==> config.mk <==
export PLATFORM = sky130hd
export DESIGN_NAME = uart_fifo_port
export DESIGN_NICKNAME = d
export VERILOG_FILES = /design/src/rtl/uart_fifo_port.sv
export SDC_FILE = /design/constraint.sdc
export NUM_CORES = 1
export LEC_CHECK = 0
export CAP_MARGIN = 20
export CORE_MARGIN = 5
export CORE_UTILIZATION = 55
export DETAILED_ROUTE_END_ITERATION = 7
export MAX_ROUTING_LAYER = met4
export PLACE_DENSITY = 0.72
export SLEW_MARGIN = 5
export SYNTH_ARGS = -nofsm -noshare
export SYNTH_HDL_FRONTEND = slang
export SYNTH_SLANG_ARGS = --single-unit
export TNS_END_PERCENT = 100
==> constraint.sdc <==
create_clock -name i_clk -period 3.67 [get_ports i_clk]
set_input_delay 0.734 -clock i_clk [delete_from_list [all_inputs] [get_ports i_clk]]
set_output_delay 0.734 -clock i_clk [all_outputs]
set_load 0.02 [all_outputs]
==> src/rtl/uart_fifo_port.sv <==
// Buffered UART: TX and RX FIFOs around a serial framer/deframer with configurable
// word width, FIFO depth, bit period and parity. Line errors latch until cleared.
module uart_fifo_port #(
   parameter int DATA_W       = 8,
   parameter int DEPTH        = 16,
   parameter int CLKS_PER_BIT = 434,
   parameter int PARITY       = 0
) (
   input  logic                   i_clk,
   input  logic                   i_rst_n,
   input  logic [DATA_W-1:0]      i_tx_data,
   input  logic                   i_tx_push,
   output logic                   o_tx_full,
   output logic                   o_tx_busy,
   output logic [DATA_W-1:0]      o_rx_data,
   input  logic                   i_rx_pop,
   output logic                   o_rx_empty,
   output logic [$clog2(DEPTH):0] o_tx_count,
   output logic [$clog2(DEPTH):0] o_rx_count,
   input  logic                   i_uart_rx,
   output logic                   o_uart_tx,
   input  logic                   i_err_clear,
   output logic                   o_parity_err,
   output logic                   o_framing_err,
   output logic                   o_overrun_err
);

   localparam int AW   = $clog2(DEPTH);
   localparam int CW   = $clog2(CLKS_PER_BIT);
   localparam int BW   = $clog2(DATA_W);
   localparam int HALF = CLKS_PER_BIT / 2;

   typedef enum logic [2:0] {S_IDLE, S_START, S_DATA, S_PARITY, S_STOP} state_t;

   logic [DATA_W-1:0] r_tx_mem [DEPTH];
   logic [AW:0]       r_tx_wptr, r_tx_rptr;
   logic              w_tx_empty, w_tx_full, w_tx_wr, w_tx_rd, w_tx_tick, w_tx_line;
   logic [DATA_W-1:0] w_tx_head;
   state_t            r_tx_state, w_tx_next;
   logic [CW-1:0]     r_tx_clk;
   logic [BW-1:0]     r_tx_bit;
   logic [DATA_W-1:0] r_tx_shift;
   logic              r_tx_par, r_uart_tx;

   assign w_tx_empty = (r_tx_wptr == r_tx_rptr);
   assign w_tx_full  = (r_tx_wptr[AW-1:0] == r_tx_rptr[AW-1:0]) && (r_tx_wptr[AW] != r_tx_rptr[AW]);
   assign w_tx_wr    = i_tx_push && !w_tx_full;
   assign w_tx_head  = r_tx_mem[r_tx_rptr[AW-1:0]];
   assign w_tx_tick  = (r_tx_clk == CW'(CLKS_PER_BIT - 1));

   always_ff @(posedge i_clk) begin
      if (w_tx_wr) r_tx_mem[r_tx_wptr[AW-1:0]] <= i_tx_data;
   end

   always_ff @(posedge i_clk or negedge i_rst_n) begin
      if (!i_rst_n) begin
         r_tx_wptr  <= '0;
         r_tx_rptr  <= '0;
         r_tx_state <= S_IDLE;
      end else begin
         if (w_tx_wr) r_tx_wptr <= r_tx_wptr + (AW+1)'(1);
         if (w_tx_rd) r_tx_rptr <= r_tx_rptr + (AW+1)'(1);
         r_tx_state <= w_tx_next;
      end
   end

   always_comb begin
      w_tx_next = r_tx_state;
      unique case (r_tx_state)
         S_IDLE:   if (!w_tx_empty) w_tx_next = S_START;
         S_START:  if (w_tx_tick) w_tx_next = S_DATA;
         S_DATA:   if (w_tx_tick && r_tx_bit == BW'(DATA_W - 1))
                      w_tx_next = (PARITY != 0) ? S_PARITY : S_STOP;
         S_PARITY: if (w_tx_tick) w_tx_next = S_STOP;
         S_STOP:   if (w_tx_tick) w_tx_next = w_tx_empty ? S_IDLE : S_START;
         default:  w_tx_next = S_IDLE;
      endcase
   end

   // Reloading straight out of STOP gives back-to-back frames with no idle gap.
   always_comb begin
      w_tx_rd   = 1'b0;
      w_tx_line = 1'b1;
      unique case (r_tx_state)
         S_IDLE:   w_tx_rd = !w_tx_empty;
         S_START:  w_tx_line = 1'b0;
         S_DATA:   w_tx_line = r_tx_shift[0];
         S_PARITY: w_tx_line = r_tx_par;
         S_STOP:   w_tx_rd = w_tx_tick && !w_tx_empty;
         default:  w_tx_line = 1'b1;
      endcase
   end

   always_ff @(posedge i_clk or negedge i_rst_n) begin
      if (!i_rst_n) begin
         r_tx_clk   <= '0;
         r_tx_bit   <= '0;
         r_tx_shift <= '0;
         r_tx_par   <= 1'b0;
         r_uart_tx  <= 1'b1;
      end else begin
         r_uart_tx <= w_tx_line;
         r_tx_clk  <= (r_tx_state == S_IDLE || w_tx_tick) ? '0 : r_tx_clk + CW'(1);
         if (r_tx_state != S_DATA) r_tx_bit <= '0;
         else if (w_tx_tick)       r_tx_bit <= r_tx_bit + BW'(1);
         if (w_tx_rd) begin
            r_tx_shift <= w_tx_head;
            r_tx_par   <= (^w_tx_head) ^ (PARITY == 2);
         end else if (r_tx_state == S_DATA && w_tx_tick) begin
            r_tx_shift <= r_tx_shift >> 1;
         end
      end
   end

   assign o_uart_tx  = r_uart_tx;
   assign o_tx_full  = w_tx_full;
   assign o_tx_busy  = (r_tx_state != S_IDLE) || !w_tx_empty;
   assign o_tx_count = r_tx_wptr - r_tx_rptr;

   logic [DATA_W-1:0] r_rx_mem [DEPTH];
   logic [AW:0]       r_rx_wptr, r_rx_rptr;
   logic              r_rx_sync1, r_rx_sync2, r_rx_prev;
   state_t            r_rx_state, w_rx_next;
   logic [CW-1:0]     r_rx_clk;
   logic [BW-1:0]     r_rx_bit;
   logic [DATA_W-1:0] r_rx_shift, r_rx_word;
   logic              r_rx_parbit, r_rx_done, r_rx_stop_ok, r_rx_par_ok;
   logic              r_parity_err, r_framing_err, r_overrun_err;
   logic              w_rx_fall, w_rx_tick, w_rx_sample_stop, w_rx_empty, w_rx_full;
   logic              w_rx_rd, w_rx_good, w_rx_wr, w_rx_par_calc;

   assign w_rx_fall     = r_rx_prev && !r_rx_sync2;
   assign w_rx_tick     = (r_rx_state == S_START) ? (r_rx_clk == CW'(HALF - 1))
                                                  : (r_rx_clk == CW'(CLKS_PER_BIT - 1));
   assign w_rx_par_calc = (^r_rx_shift) ^ (PARITY == 2);
   assign w_rx_empty    = (r_rx_wptr == r_rx_rptr);
   assign w_rx_full     = (r_rx_wptr[AW-1:0] == r_rx_rptr[AW-1:0]) && (r_rx_wptr[AW] != r_rx_rptr[AW]);
   assign w_rx_rd       = i_rx_pop && !w_rx_empty;
   assign w_rx_good     = r_rx_done && r_rx_stop_ok && r_rx_par_ok;
   assign w_rx_wr       = w_rx_good && (!w_rx_full || w_rx_rd);

   always_ff @(posedge i_clk or negedge i_rst_n) begin
      if (!i_rst_n) begin
         r_rx_sync1 <= 1'b1;
         r_rx_sync2 <= 1'b1;
         r_rx_prev  <= 1'b1;
         r_rx_state <= S_IDLE;
      end else begin
         r_rx_sync1 <= i_uart_rx;
         r_rx_sync2 <= r_rx_sync1;
         r_rx_prev  <= r_rx_sync2;
         r_rx_state <= w_rx_next;
      end
   end

   always_comb begin
      w_rx_next = r_rx_state;
      unique case (r_rx_state)
         S_IDLE:   if (w_rx_fall) w_rx_next = S_START;
         S_START:  if (w_rx_tick) w_rx_next = r_rx_sync2 ? S_IDLE : S_DATA;
         S_DATA:   if (w_rx_tick && r_rx_bit == BW'(DATA_W - 1))
                      w_rx_next = (PARITY != 0) ? S_PARITY : S_STOP;
         S_PARITY: if (w_rx_tick) w_rx_next = S_STOP;
         S_STOP:   if (w_rx_tick) w_rx_next = S_IDLE;
         default:  w_rx_next = S_IDLE;
      endcase
   end

   always_comb begin
      w_rx_sample_stop = (r_rx_state == S_STOP) && w_rx_tick;
   end

   // The counter preloads 1 in IDLE so the edge-detect cycle counts toward the half-bit wait.
   always_ff @(posedge i_clk or negedge i_rst_n) begin
      if (!i_rst_n) begin
         r_rx_clk     <= '0;
         r_rx_bit     <= '0;
         r_rx_shift   <= '0;
         r_rx_parbit  <= 1'b0;
         r_rx_done    <= 1'b0;
         r_rx_stop_ok <= 1'b0;
         r_rx_par_ok  <= 1'b0;
         r_rx_word    <= '0;
      end else begin
         if (r_rx_state == S_IDLE) r_rx_clk <= CW'(1);
         else if (w_rx_tick)       r_rx_clk <= '0;
         else                      r_rx_clk <= r_rx_clk + CW'(1);
         if (r_rx_state != S_DATA) r_rx_bit <= '0;
         else if (w_rx_tick)       r_rx_bit <= r_rx_bit + BW'(1);
         if (r_rx_state == S_DATA && w_rx_tick)
            r_rx_shift <= {r_rx_sync2, r_rx_shift[DATA_W-1:1]};
         if (r_rx_state == S_PARITY && w_rx_tick) r_rx_parbit <= r_rx_sync2;
         r_rx_done <= w_rx_sample_stop;
         if (w_rx_sample_stop) begin
            r_rx_stop_ok <= r_rx_sync2;
            r_rx_par_ok  <= (PARITY == 0) || (w_rx_par_calc == r_rx_parbit);
            r_rx_word    <= r_rx_shift;
         end
      end
   end

   always_ff @(posedge i_clk) begin
      if (w_rx_wr) r_rx_mem[r_rx_wptr[AW-1:0]] <= r_rx_word;
   end

   // A new error outranks err_clear arriving in the same cycle.
   always_ff @(posedge i_clk or negedge i_rst_n) begin
      if (!i_rst_n) begin
         r_rx_wptr     <= '0;
         r_rx_rptr     <= '0;
         r_parity_err  <= 1'b0;
         r_framing_err <= 1'b0;
         r_overrun_err <= 1'b0;
      end else begin
         if (w_rx_wr) r_rx_wptr <= r_rx_wptr + (AW+1)'(1);
         if (w_rx_rd) r_rx_rptr <= r_rx_rptr + (AW+1)'(1);
         r_framing_err <= (r_rx_done && !r_rx_stop_ok) || (r_framing_err && !i_err_clear);
         r_parity_err  <= (r_rx_done && r_rx_stop_ok && !r_rx_par_ok) || (r_parity_err && !i_err_clear);
         r_overrun_err <= (w_rx_good && w_rx_full && !w_rx_rd) || (r_overrun_err && !i_err_clear);
      end
   end

   assign o_rx_empty    = w_rx_empty;
   assign o_rx_data     = w_rx_empty ? '0 : r_rx_mem[r_rx_rptr[AW-1:0]];
   assign o_rx_count    = r_rx_wptr - r_rx_rptr;
   assign o_parity_err  = r_parity_err;
   assign o_framing_err = r_framing_err;
   assign o_overrun_err = r_overrun_err;

endmodule

-- Word-level counts from Yosys, hierarchy flattened
Memory sizes are Yosys's and may differ from the RTL's.
Cells that the tools add are included.
- equal/unequal tests: 31
- reductions and logical operators: 45
- muxes and demuxes: 31
- $add $sub $neg: 10
- operators by type and width (kind ; number):
    $mux W3 ; 14
    $pmux W3 S5 ; 2
    $mux W9 ; 3
    $mux W8 ; 3
    $logic_and A1 B1 Y1 ; 21
    $add A5 B1 Y5 const B ; 4
    $ne A2 B2 Y1 const B ; 10
    $add A9 B1 Y9 const B ; 2
    $eq A9 B9 Y1 const B ; 2
    $eq A3 B2 Y1 const B ; 4
    $eq A3 B3 Y1 const B ; 4
    $eq A5 B5 Y1 ; 2
    $reduce_and A5 Y1 ; 2
    $sub A5 B5 Y5 ; 2
    $eq A9 B8 Y1 const B ; 1
    $logic_not A1 Y1 ; 9
    $eq A4 B4 Y1 ; 2
    $reduce_xor A8 Y1 ; 1
    $add A3 B1 Y3 const B ; 2
    $eq A3 B1 Y1 const B ; 2
    $logic_not A3 Y1 ; 2
    $logic_or A1 B1 Y1 ; 6
    $mux W1 ; 6
    $ne A3 B2 Y1 const B ; 2
    other kinds (6) ; 9
- bits of input ports: 14
- bits in registers: 85
- memory bits (writable): 256
- memories kept: 2
- output and inout port bits: 25
- memories (name ; depth ; bits a word ; rd ports ; clocked after memory_dff ; write ports ; RTL line ; source):
    r_rx_mem ; 16 ; 8 ; 1 ; 0 ; 1 ; 120 ; logic [DATA_W-1:0] r_rx_mem [DEPTH];
    r_tx_mem ; 16 ; 8 ; 1 ; 0 ; 1 ; 35 ; logic [DATA_W-1:0] r_tx_mem [DEPTH];

-- Depth between registers and ports, before layout
- word-level depth: 7
- mapped depth: 11
- depth with buffers taken out: 8

-- Worst setup path before layout
OpenSTA, ideal clock, no wires.
- path type: reg2reg
- start: reg r_rx_rptr[1]
- end: mem r_rx_mem[3][0] (enable)
- stages on the path, launching flop included: 10
- arrival time: 2636 ps
- setup time: 383 ps
- slack: 650 ps
- buffers on the path: 2
- clock period less this slack: 3020 ps
- path through: dfrtp_1 -> clkbuf_1 -> buf_1 -> inv_1 -> ha_1 -> nand4_1 -> nor3_1 -> nor2_1 -> nand2_1 -> nor3_1
- longest elaborated chain between the ends: 7
- ends and longest elaborated chain (item ; RTL line ; source):
    from (decl) ; 121 ; logic [AW:0] r_rx_wptr, r_rx_rptr;
    from (signal assigned) ; 216 ; if (w_rx_rd) r_rx_rptr <= r_rx_rptr + (AW+1)'(1);
    $eq A5 B5 Y1 or $eq A4 B4 Y1 (tied branches) ; 136, 137 ;
    $logic_not A1 Y1 or $logic_and A1 B1 Y1 (tied branches) ; 138, 137 ;
    $logic_and A1 B1 Y1 or $logic_not A1 Y1 (tied branches) ; 138, 140 ;
    $logic_or A1 B1 Y1 * ; 140 ; assign w_rx_wr = w_rx_good && (!w_rx_full || w_rx_rd);
    $logic_and A1 B1 Y1 * ; 140 ;
    $mux W1 * ; 203 ; if (w_rx_wr) r_rx_mem[r_rx_wptr[AW-1:0]] <= r_rx_word;
    $mux W1 (not written as such) * ; 203 ;
    to (decl) ; 120 ;
Mark *: on every way between the ends. The rest lies on a longest branch, timed or not.

-- Final worst setup path
- start: reg r_rx_rptr[0]
- end: out o_rx_data[4]
- longest elaborated chain between the ends: 2
- ends and longest elaborated chain (item ; RTL line ; source):
    $mem_v2 Z16 W8 or $eq A5 B5 Y1 (tied branches) ; -- ;
    $mux W8 * ; 224 ; assign o_rx_data = w_rx_empty ? '0 : r_rx_mem[r_rx_rptr[AW-1:0]];
    to (decl) ; 15 ; output logic [DATA_W-1:0] o_rx_data,
Marks and branches as above.

==> results.toml <==
[outcome]
status = "complete, no violations"

[yosys]
post-synth-top-count-cell = "edfxtp_1"
netlist_area_mm2 = 0.0140
async_flop_share_pct = 24.9
avgSynthCellArea_um2 = 17.4
syn_nets = 845
ys_seq_elements = 341
synth_top_area_share_pct = 55.0
yosysUniqueCellTypes = 47
synthFlopType = "edfxtp_1"
yosys.area.top_type = "edfxtp_1"
ys_warn_count = 0
synth_enable_flop_cells = 256
ys_seq_area_share_pct = 70.2
synthCells = 804
ys_top_cells_by_count = "edfxtp_1, dfrtp_1, mux4_2"
synth.area.top_cells = "edfxtp_1, dfrtp_1, mux4_2"

[route]
antenna_left = 0
dr_wl_met3_mm = 1.59
highest_layer = "met4"
wl_per_cell_um = 21.4
dr.pass1.iters = 5
vias_per_cell = 5.83
wl_met2_mm = 13.1
drt_wl_total_mm = 26.5
drcViolationCount = 0
vias = 7216
drt_iter0_markers = 774
drt-met1-wl_mm = 11.3

[cells_and_area]
final_util_pct = 63.7
diodes = 0
nets = 921
area_growth_pct = 14.3
fillers = 1745
drive_gt1_share_pct = 20.7

[sta]
setup_tns_ns = 0
slew_headroom_pct = 28.9
slew_viol_final = 0
hold_violations = 0
setup_violations = 0
clock_skew_ns = 0.0270
max_freq_ghz = 0.279
period_share_pct = 97.7
fin_crit_ns = 3.58
tightest_slew_ns = 1.06

[place]
port-buffer-count = 38
gp_congestion = 0.813
dp_hpwl_mm = 17.2

[clocking]
clockBufferDepth = 3
clk_latency_ns = 0.52
cts_tree = "built"
clk_pin_slew_worst_paths_ns = 0.06
cts-htree-levels = 2
cts_made_buffers = 36
hold_buffers = 0
cts_setup_buffers = 0
root_buffer = "clkbuf_16"
cts.sinks = 341

[die]
die_area_mm2 = 0.0287
die_height_um = 169
initial_core_util_pct = 55.7
core_mm2 = 0.0251
core.rowCount = 58
die_w_um = 169
io_pins = 39

[global_route]
grt_pass1_wl_mm = 42.5
grt_max_degree = 53
track_usage_pct = 19.6
grt_pass1_vias = 7561
grt_antenna_before_repair = 0
gr-total-overflow = 0

[setup_path]
critPathArrivalTime_ns = 2.85
cp-start-kind = "flip-flop"
critPathMaxFanout = 16
cp-end-kind = "output port"
required_ns = 2.94
worstSetupPathType = "flip-flop to output port"

[power_and_ir_drop]
power_density_mw_per_mm2 = 692
p_leak_nw = 6.08
power_w = 0.0111
vdd_drop_max_mv = 0.511

[job]
drv_cap = 0

[hold_path]
hp-class = "primary input to asynchronous set/reset pin"
==> worst paths after layout <==
kind,startpoint,depth (start not counted),slack [ns],to
max in group asynchronous,i_rst_n,2,2.65,o_uart_tx
max reg2reg,r_tx_rptr[2],7,0.61,r_tx_mem[14][7]
min in group i_clk,r_rx_sync1,0,0.36,r_rx_sync2
min reg2reg,r_rx_sync1,0,0.36,r_rx_sync2
max,r_rx_rptr[0],5,0.09,o_rx_data[4]
min,i_rst_n,1,0.26,r_tx_clk[7]
==> report_power, final <==
part           internal, W  switching (W)  leakage [nW]
registers          0.00448       0.000250          3.75
logic              0.00139        0.00161          1.80
clock network      0.00193        0.00141         0.534
==> layout make-up <==
type	count	area, um2	area share (%)
Clock buffer	50	973	6.09
Clock inverter	15	114	0.712
Inverter	28	108	0.673
Multi-Input combinational cell	403	3920	24.5
Sequential cell	341	9820	61.4
Tap cell	330	413	2.58
Timing Repair Buffer	70	644	4.03
==> routing by layer <==
metal	up-vias	GRT usage (%)
met1	3730	27.5
met4	0	5.78
met3	46	3.19
met5	-	-
met2	221	30.3
li1	3219	-
==> state kept, by name (all words and copies together), names as in the netlist, 3 cells and up <==
register and count:
r_rx_bit 3, r_rx_clk 9, r_rx_mem 128, r_rx_rptr 5
r_rx_shift 8, r_rx_state 3, r_rx_word 8, r_rx_wptr 5
r_tx_bit 3, r_tx_clk 9, r_tx_mem 128, r_tx_rptr 5
r_tx_shift 8, r_tx_state 3, r_tx_wptr 5
==> kinds of logic (layout without fill, tap and decap cells) <==
logic type	after synthesis	after routing	share of synthesized area, %
DFF	341	341	70.2
and+or+nand+nor	177	177	5.98
muxes	96	96	13.7
buffers and inverters	60	163	1.87
AOI/OAI and AO/OA	56	56	2.82
xor gates and xnor gates	47	47	2.94
adders and majority gates	27	27	2.52
==> repair_timing <==
| item | in CTS | in global routing |
|---|---|---|
| setup endpoints to repair | 6 | 10 |
| resized for setup | 3 | 4 |
| pin swaps | 0 | 0 |
| cloned | 0 | 0 |
==> metrics by stage <==
| step | hold slack [ns] | cells | setup WS, ns | area, um2 |
|---|---|---|---|---|
| finish | 0.260 | 1237 | 0.0859 | 16000 |
| global route | 0.307 | 1237 | -0.00568 | 16000 |
| CTS | 0.281 | 1237 | 0.0238 | 16000 |
| detailed placement | 0.348 | 1172 | 0.463 | 14900 |
| global placement | 0.348 | 1172 | 0.507 | 14900 |
| floorplan | 0.345 | 804 | 0.650 | 14000 |
==> cell usage in the layout (no fill, tap or decap), types with 26 or more instances in the layout <==
| cell type | count |
|---|---|
| buf_4 | 30 |
| clkbuf_16 | 36 |
| clkdlybuf4s50_1 | 36 |
| dfrtp_1 | 79 |
| edfxtp_1 | 256 |
| inv_1 | 26 |
| mux4_2 | 72 |
| nand2_1 | 48 |
| nor2_1 | 64 |
| xnor2_1 | 34 |
==> worst max-delay path, cell delays in order, from the launching register on <==
cell             delay [ns]
dfrtp_2                0.41
buf_8                  0.21
mux4_2                 0.52
mux4_2                 0.50
nor2b_1                0.14
clkdlybuf4s50_1        0.54
(Power assumes the default switching activity.)
==> RTL edit 1: new RTL, config.mk and constraints unchanged <==
`PARITY`: 0 -> 1.
--- a/src/rtl/uart_fifo_port.sv
+++ b/src/rtl/uart_fifo_port.sv
@@ -4,7 +4,7 @@
    parameter int DATA_W       = 8,
    parameter int DEPTH        = 16,
    parameter int CLKS_PER_BIT = 434,
-   parameter int PARITY       = 0
+   parameter int PARITY       = 1
 ) (
    input  logic                   i_clk,
    input  logic                   i_rst_n,
Function: same outputs for any inputs over 10 cycles, from zero or initial values and one cycle with i_rst_n low; that may be too few to reach the edited logic, so the function may still have changed.
==> RTL edit 1 against the unedited design <==
  * Area after synthesis increased by 1.6%
  * Critical path depth unchanged
  * Sequential cell count increased by 1
  * Register-to-register slack improved by 0.10 ns
  * Routed wire length decreased by 1.6%
  * Design area increased by 0.66%
  * Power decreased by 3.5%
  * Sequential power about the same
  * Clock power increased by 3%
  * Count of clock-buffer cells in the layout decreased by 5
  * Via count decreased by 0.40%
  * Setup slack improved by 0.0085 ns
  * Global-route usage decreased by 0.54 points
  * Critical path type unchanged
  * Largest cell class unchanged
==> RTL edit 1: results (changes against the unedited design) <==
[setup_path]
cp_max_fo = 21  ; +5
ff2ff_setup_slack_ns = 0.71  ; +0.10 ns

[synth]
post_synth_num_cell_types = 53  ; +13%
yosysWarnings = 0  ; unchanged
syn_avg_cell_area_um2 = 17.3  ; -0.47%
synth_common_cells = edfxtp_1 (256), dfrtp_1 (82), mux4_2 (66)
async_flop_share_pct = 25.1  ; +0.22 points
syn-num-nets = 862  ; +2.0%

[layout]
nFillCells = 1755  ; +0.57%
drive_gt1_share_pct = 18.7  ; -2.0 points
nNetsFinal = 922  ; +0.11%

[timing]
fin_worst_skew_ns = 0.0228  ; -0.00418 ns
relSlewSlack_pct = 41.5  ; +13 points
hold-worst-slack_ns = 0.153  ; -0.107 ns

[grt]
grt_pass1_vias = 7447  ; -1.5%
grtUsageMet1_pct = 25.2  ; -2.3 points
grt_pass1_wl_um = 41700  ; -1.7%
grt_use_total_pct = 19.1  ; -0.54 points
grt_use_met3_pct = 3.05  ; -0.14 points
grt_max_degree = 87  ; +64%
grt_util_met2_pct = 31.8  ; +1.4 points

[routing]
wl_per_cell_um = 21.0  ; -1.6%
drt-initial-drc-count = 608  ; -21%
vias = 7187  ; -0.40%
routed_wl_um = 26000  ; -1.6%

[clocking]
numCtsBuffers = 35  ; -2.8%
clk_latency_ns = 0.52  ; about the same

[power]
internal_power_uw = 7700  ; -1.3%
ir_drop_v = 0.000726  ; +42%

[run_status]
status = finished clean

[place]
dp_hpwl_um = 17100  ; -0.73%
numPortBuffers = 38  ; unchanged
dpl_cell_area_um2 = 14900  ; +0.18%
placedCellCount = 1170  ; -0.17%
place_congestion = 0.830  ; +2.1%

-- RTL edit 1: power groups by stage --
stage	Clock [uW]	Sequential [uW]	Combinational, uW
finish	3440	4720	2510
global route	3680	4750	2740
CTS	3500	4710	2530
detailed placement	0	4810	2460
global placement	0	4780	2400
floorplan	0	4710	1830
-- RTL edit 1: critical path, cell delays in order, from the launching register on --
cell	delay (ns)
dfrtp_2	0.42
buf_12	0.22
mux4_2	0.54
mux4_2	0.45
nor2b_1	0.15
clkdlybuf4s50_1	0.54
-- RTL edit 1: timing repair --
| action | CTS | global route |
|---|---|---|
| endpoints found under the hold margin | 0 | 0 |
| setup buffers | 3 | 0 |
| endpoints found under the setup margin | 7 | 10 |
| resized for setup | 0 | 9 |
-- RTL edit 1: path summary, 6_finish.rpt --
kind	from	endpoint	depth (start not counted)
worst max register to register	r_tx_rptr[1]	r_tx_mem[10][4]	7
worst min register to register	r_rx_sync1	r_rx_sync2	0
worst min-delay path	i_rst_n	r_tx_wptr[3]	1
worst max-delay path	r_rx_rptr[0]	o_rx_data[5]	5
min in group i_clk	r_rx_sync1	r_rx_sync2	0
max in group asynchronous	i_rst_n	r_rx_sync1	2
-- RTL edit 1: per-layer routing --
metal / vias up / part of all wire [%] / routed length (um)
met5: - / 0 / 0
met4: 0 / 1.6 / 419
met3: 41 / 4.9 / 1280
met2: 214 / 53 / 13700
met1: 3694 / 41 / 10700
li1: 3238 / - / -
-- RTL edit 1: logic make-up after synthesis --
family          Yosys count  share of synthesized area, %
buf+inv                  63                          2.36
simple gates            179                          6.38
mux                      99                          13.6
compound gates           55                          2.47
xor+xnor                 56                          3.45
flops                   342                          69.2
fa+ha+maj                27                          2.48
-- RTL edit 1: area by class of cell --
type	count	share of cell area, %
clock buffers	45	5.87
clock inverters	18	1.08
inverters	31	0.723
multi-input cells	416	25.1
flip-flops and latches	342	61.2
well taps	330	2.56
repair buffers	55	3.48
-- RTL edit 1: per-stage QoR --
| stage | worst slack [ns] | utilization [%] |
|---|---|---|
| final | 0.0944 | 63.6 |
| after global routing | 0.00534 | 63.6 |
| after CTS | 0.0162 | 63.4 |
| after detailed placement | 0.403 | 58.9 |
| after global placement | 0.436 | 58.9 |
| after floorplan | 0.696 | - |
==> RTL edit 2: new RTL, same settings <==
Without the edit above. Register the outputs `o_tx_count` and `o_rx_count`, with the module's reset; this adds one clock of latency there. The other outputs are not delayed to match.
--- a/src/rtl/uart_fifo_port.sv
+++ b/src/rtl/uart_fifo_port.sv
@@ -115,7 +115,6 @@
    assign o_uart_tx  = r_uart_tx;
    assign o_tx_full  = w_tx_full;
    assign o_tx_busy  = (r_tx_state != S_IDLE) || !w_tx_empty;
-   assign o_tx_count = r_tx_wptr - r_tx_rptr;
 
    logic [DATA_W-1:0] r_rx_mem [DEPTH];
    logic [AW:0]       r_rx_wptr, r_rx_rptr;
@@ -222,7 +221,15 @@
 
    assign o_rx_empty    = w_rx_empty;
    assign o_rx_data     = w_rx_empty ? '0 : r_rx_mem[r_rx_rptr[AW-1:0]];
-   assign o_rx_count    = r_rx_wptr - r_rx_rptr;
+   always_ff @(posedge i_clk or negedge i_rst_n) begin
+      if (!i_rst_n) begin
+         o_tx_count <= '0;
+         o_rx_count <= '0;
+      end else begin
+         o_tx_count <= r_tx_wptr - r_tx_rptr;
+         o_rx_count <= r_rx_wptr - r_rx_rptr;
+      end
+   end
    assign o_parity_err  = r_parity_err;
    assign o_framing_err = r_framing_err;
    assign o_overrun_err = r_overrun_err;
Function: changed (a bounded check fails within 4 cycles, from zero or initial values and one cycle with i_rst_n low).
==> RTL edit 2 against the unedited design <==
  * Routed wire length down 0.27%
  * Power up 2.2%
  * Sequential cell count up 10
  * Sequential power up 4.7%
  * Area after synthesis up 1.5%
  * Clock skew down 0.011 ns
  * Setup slack better by 0.00068 ns
  * Design area up 2.3%
==> RTL edit 2: results (changes against the unedited design) <==
[run_status]
status = finished clean

[grt]
antenna_found_initial = 0  ; unchanged
grt_max_degree = 50  ; -5.7%
grt_use_total_pct = 19.0  ; -0.63 points
grt_pass1_wl_um = 41800  ; -1.7%
grt_pass1_vias = 7549  ; -0.16%

[clocking]
htree_num_levels = 2  ; unchanged
clk_latency_ns = 0.51
root_buffer = clkbuf_16

[worst_hold_path]
hp-class = input port to async pin

[synth]
synth-edff-count = 256  ; unchanged
syn_inst = 812  ; +1.0%
synth_common_cells = edfxtp_1 (256), dfrtp_1 (91), mux4_2 (72)
synthFlopType = edfxtp_1
syn-num-nets = 853  ; +0.95%
post_synth_num_cell_types = 48  ; +2.1%
muxShareOfSynthArea_pct = 13.3  ; -0.35 points
yosysSeqAreaShare_pct = 70.9  ; +0.71 points
synthTopCellsByArea = edfxtp_1 (54%), dfrtp_1 (16%), mux4_2 (11%), ha_1 (2.2%), xnor2_1 (2.0%)
synth_fa_ha_area_share_pct = 2.48  ; -0.038 points
synth-xor-area-share_pct = 2.95  ; +0.0088 points
async_flop_share_pct = 27.1  ; +2.1 points
synth_compound_area_share_pct = 2.84  ; +0.019 points

[setup_path]
cp_data_arrival_time_ns = 2.85  ; about the same
reg2reg_from = r_rx_rptr[1]
ff2ff_setup_slack_ns = 0.73  ; +0.12 ns
cp_max_fo = 18  ; +2
startpoint = r_rx_rptr[0]

[timing]
fin_worst_skew_ns = 0.0159  ; -0.0111 ns
relSlewSlack_pct = 31.9  ; +3.0 points

[routing]
routed_via_density = 5.77  ; -1.2%
drt-initial-drc-count = 602  ; -22%
wl_per_cell_um = 21.1  ; -1.5%
routed_wl_um = 26400  ; -0.27%

[power]
power.share.switching_pct = 27.9  ; -1.6 points
p_leak_uw = 0.00632  ; +3.9%
ir_drop_v = 0.000679  ; +33%

[layout]
nFillCells = 1687  ; -3.3%
drive_gt1_share_pct = 21.3  ; +0.53 points
nNetsFinal = 935  ; +1.5%
n_antenna_cell = 0  ; unchanged

[place]
place_congestion = 0.818  ; +0.60%
post-place-ws_ns = 0.516  ; +0.0529 ns
dp_hpwl_um = 17700  ; +2.6%
placedCellCount = 1185  ; +1.1%

## RTL edit 2: cell count changes in the layout (fill, tap and decap cells not counted), moves of 4 or more
cell | unedited run | this run
dfrtp_1 | 79 | 88
mux2_2 | 9 | 17
mux2_4 | 8 | 0
buf_4 | 30 | 35
clkdlybuf4s50_1 | 36 | 31
nor2_1 | 64 | 59
o21ai_0 | 14 | 9
bufinv_16 | 1 | 5
nand3_1 | 12 | 8
o21ai_1 | 0 | 4
## RTL edit 2: layout make-up
cell class	instances	area, um^2	share of cell area, %
flip-flops and latches	351	10100	61.6
multi-input cells	400	3880	23.7
clock buffers	48	967	5.91
repair buffers	75	697	4.26
well taps	330	413	2.52
clock inverters	18	219	1.34
inverters	30	113	0.688
## RTL edit 2: worst paths after layout
path / endpoint / cells after the start
worst min-delay path: r_rx_par_ok / 1
worst max register to register: r_rx_mem[11][1] / 8
worst min register to register: r_rx_sync2 / 0
max in group asynchronous: o_uart_tx / 2
min in group i_clk: r_rx_sync2 / 0
worst max-delay path: o_rx_data[1] / 5
## RTL edit 2: cells by family after synthesis
family	after synthesis
xor gates and xnor gates	47
buffers and inverters	61
muxes	97
and+or+nand+nor	174
adders and majority gates	27
DFF	351
AOI/OAI and AO/OA	55
## RTL edit 2: critical path: stages, from the launching register on
cell,delay [ns]
dfrtp_2,0.43
buf_12,0.21
mux4_2,0.52
mux4_2,0.47
nor2b_1,0.14
clkdlybuf4s50_1,0.54
## RTL edit 2: metal layers
metal | vias to the layer above | GRT usage, % | share of wire, %
met5 | - | - | 0
met4 | 0 | 4.83 | 1.9
met3 | 42 | 2.63 | 4.2
met2 | 176 | 32.4 | 53
met1 | 3734 | 24.5 | 40
li1 | 3267 | - | -
## RTL edit 2: repair_timing
| item | CTS | global route |
|---|---|---|
| resized for setup | 2 | 6 |
| endpoints found under the setup margin | 2 | 6 |
| gates cloned | 0 | 1 |
## RTL edit 2: per-stage QoR
step / instance area (um^2) / hold WS (ns)
after floorplan: 14200 / 0.345
after global placement: 15100 / 0.346
after detailed placement: 15100 / 0.349
after CTS: 16300 / 0.249
after global routing: 16400 / 0.289
final: 16400 / 0.233
## RTL edit 2: power groups by stage
stage               registers, uW  logic [uW]  clock network (uW)
floorplan                    4970        1990                   0
global placement             4980        2630                   0
detailed placement           5020        2720                   0
CTS                          4940        2730                3720
global route                 5000        2970                3900
finish                       4950        2710                3640
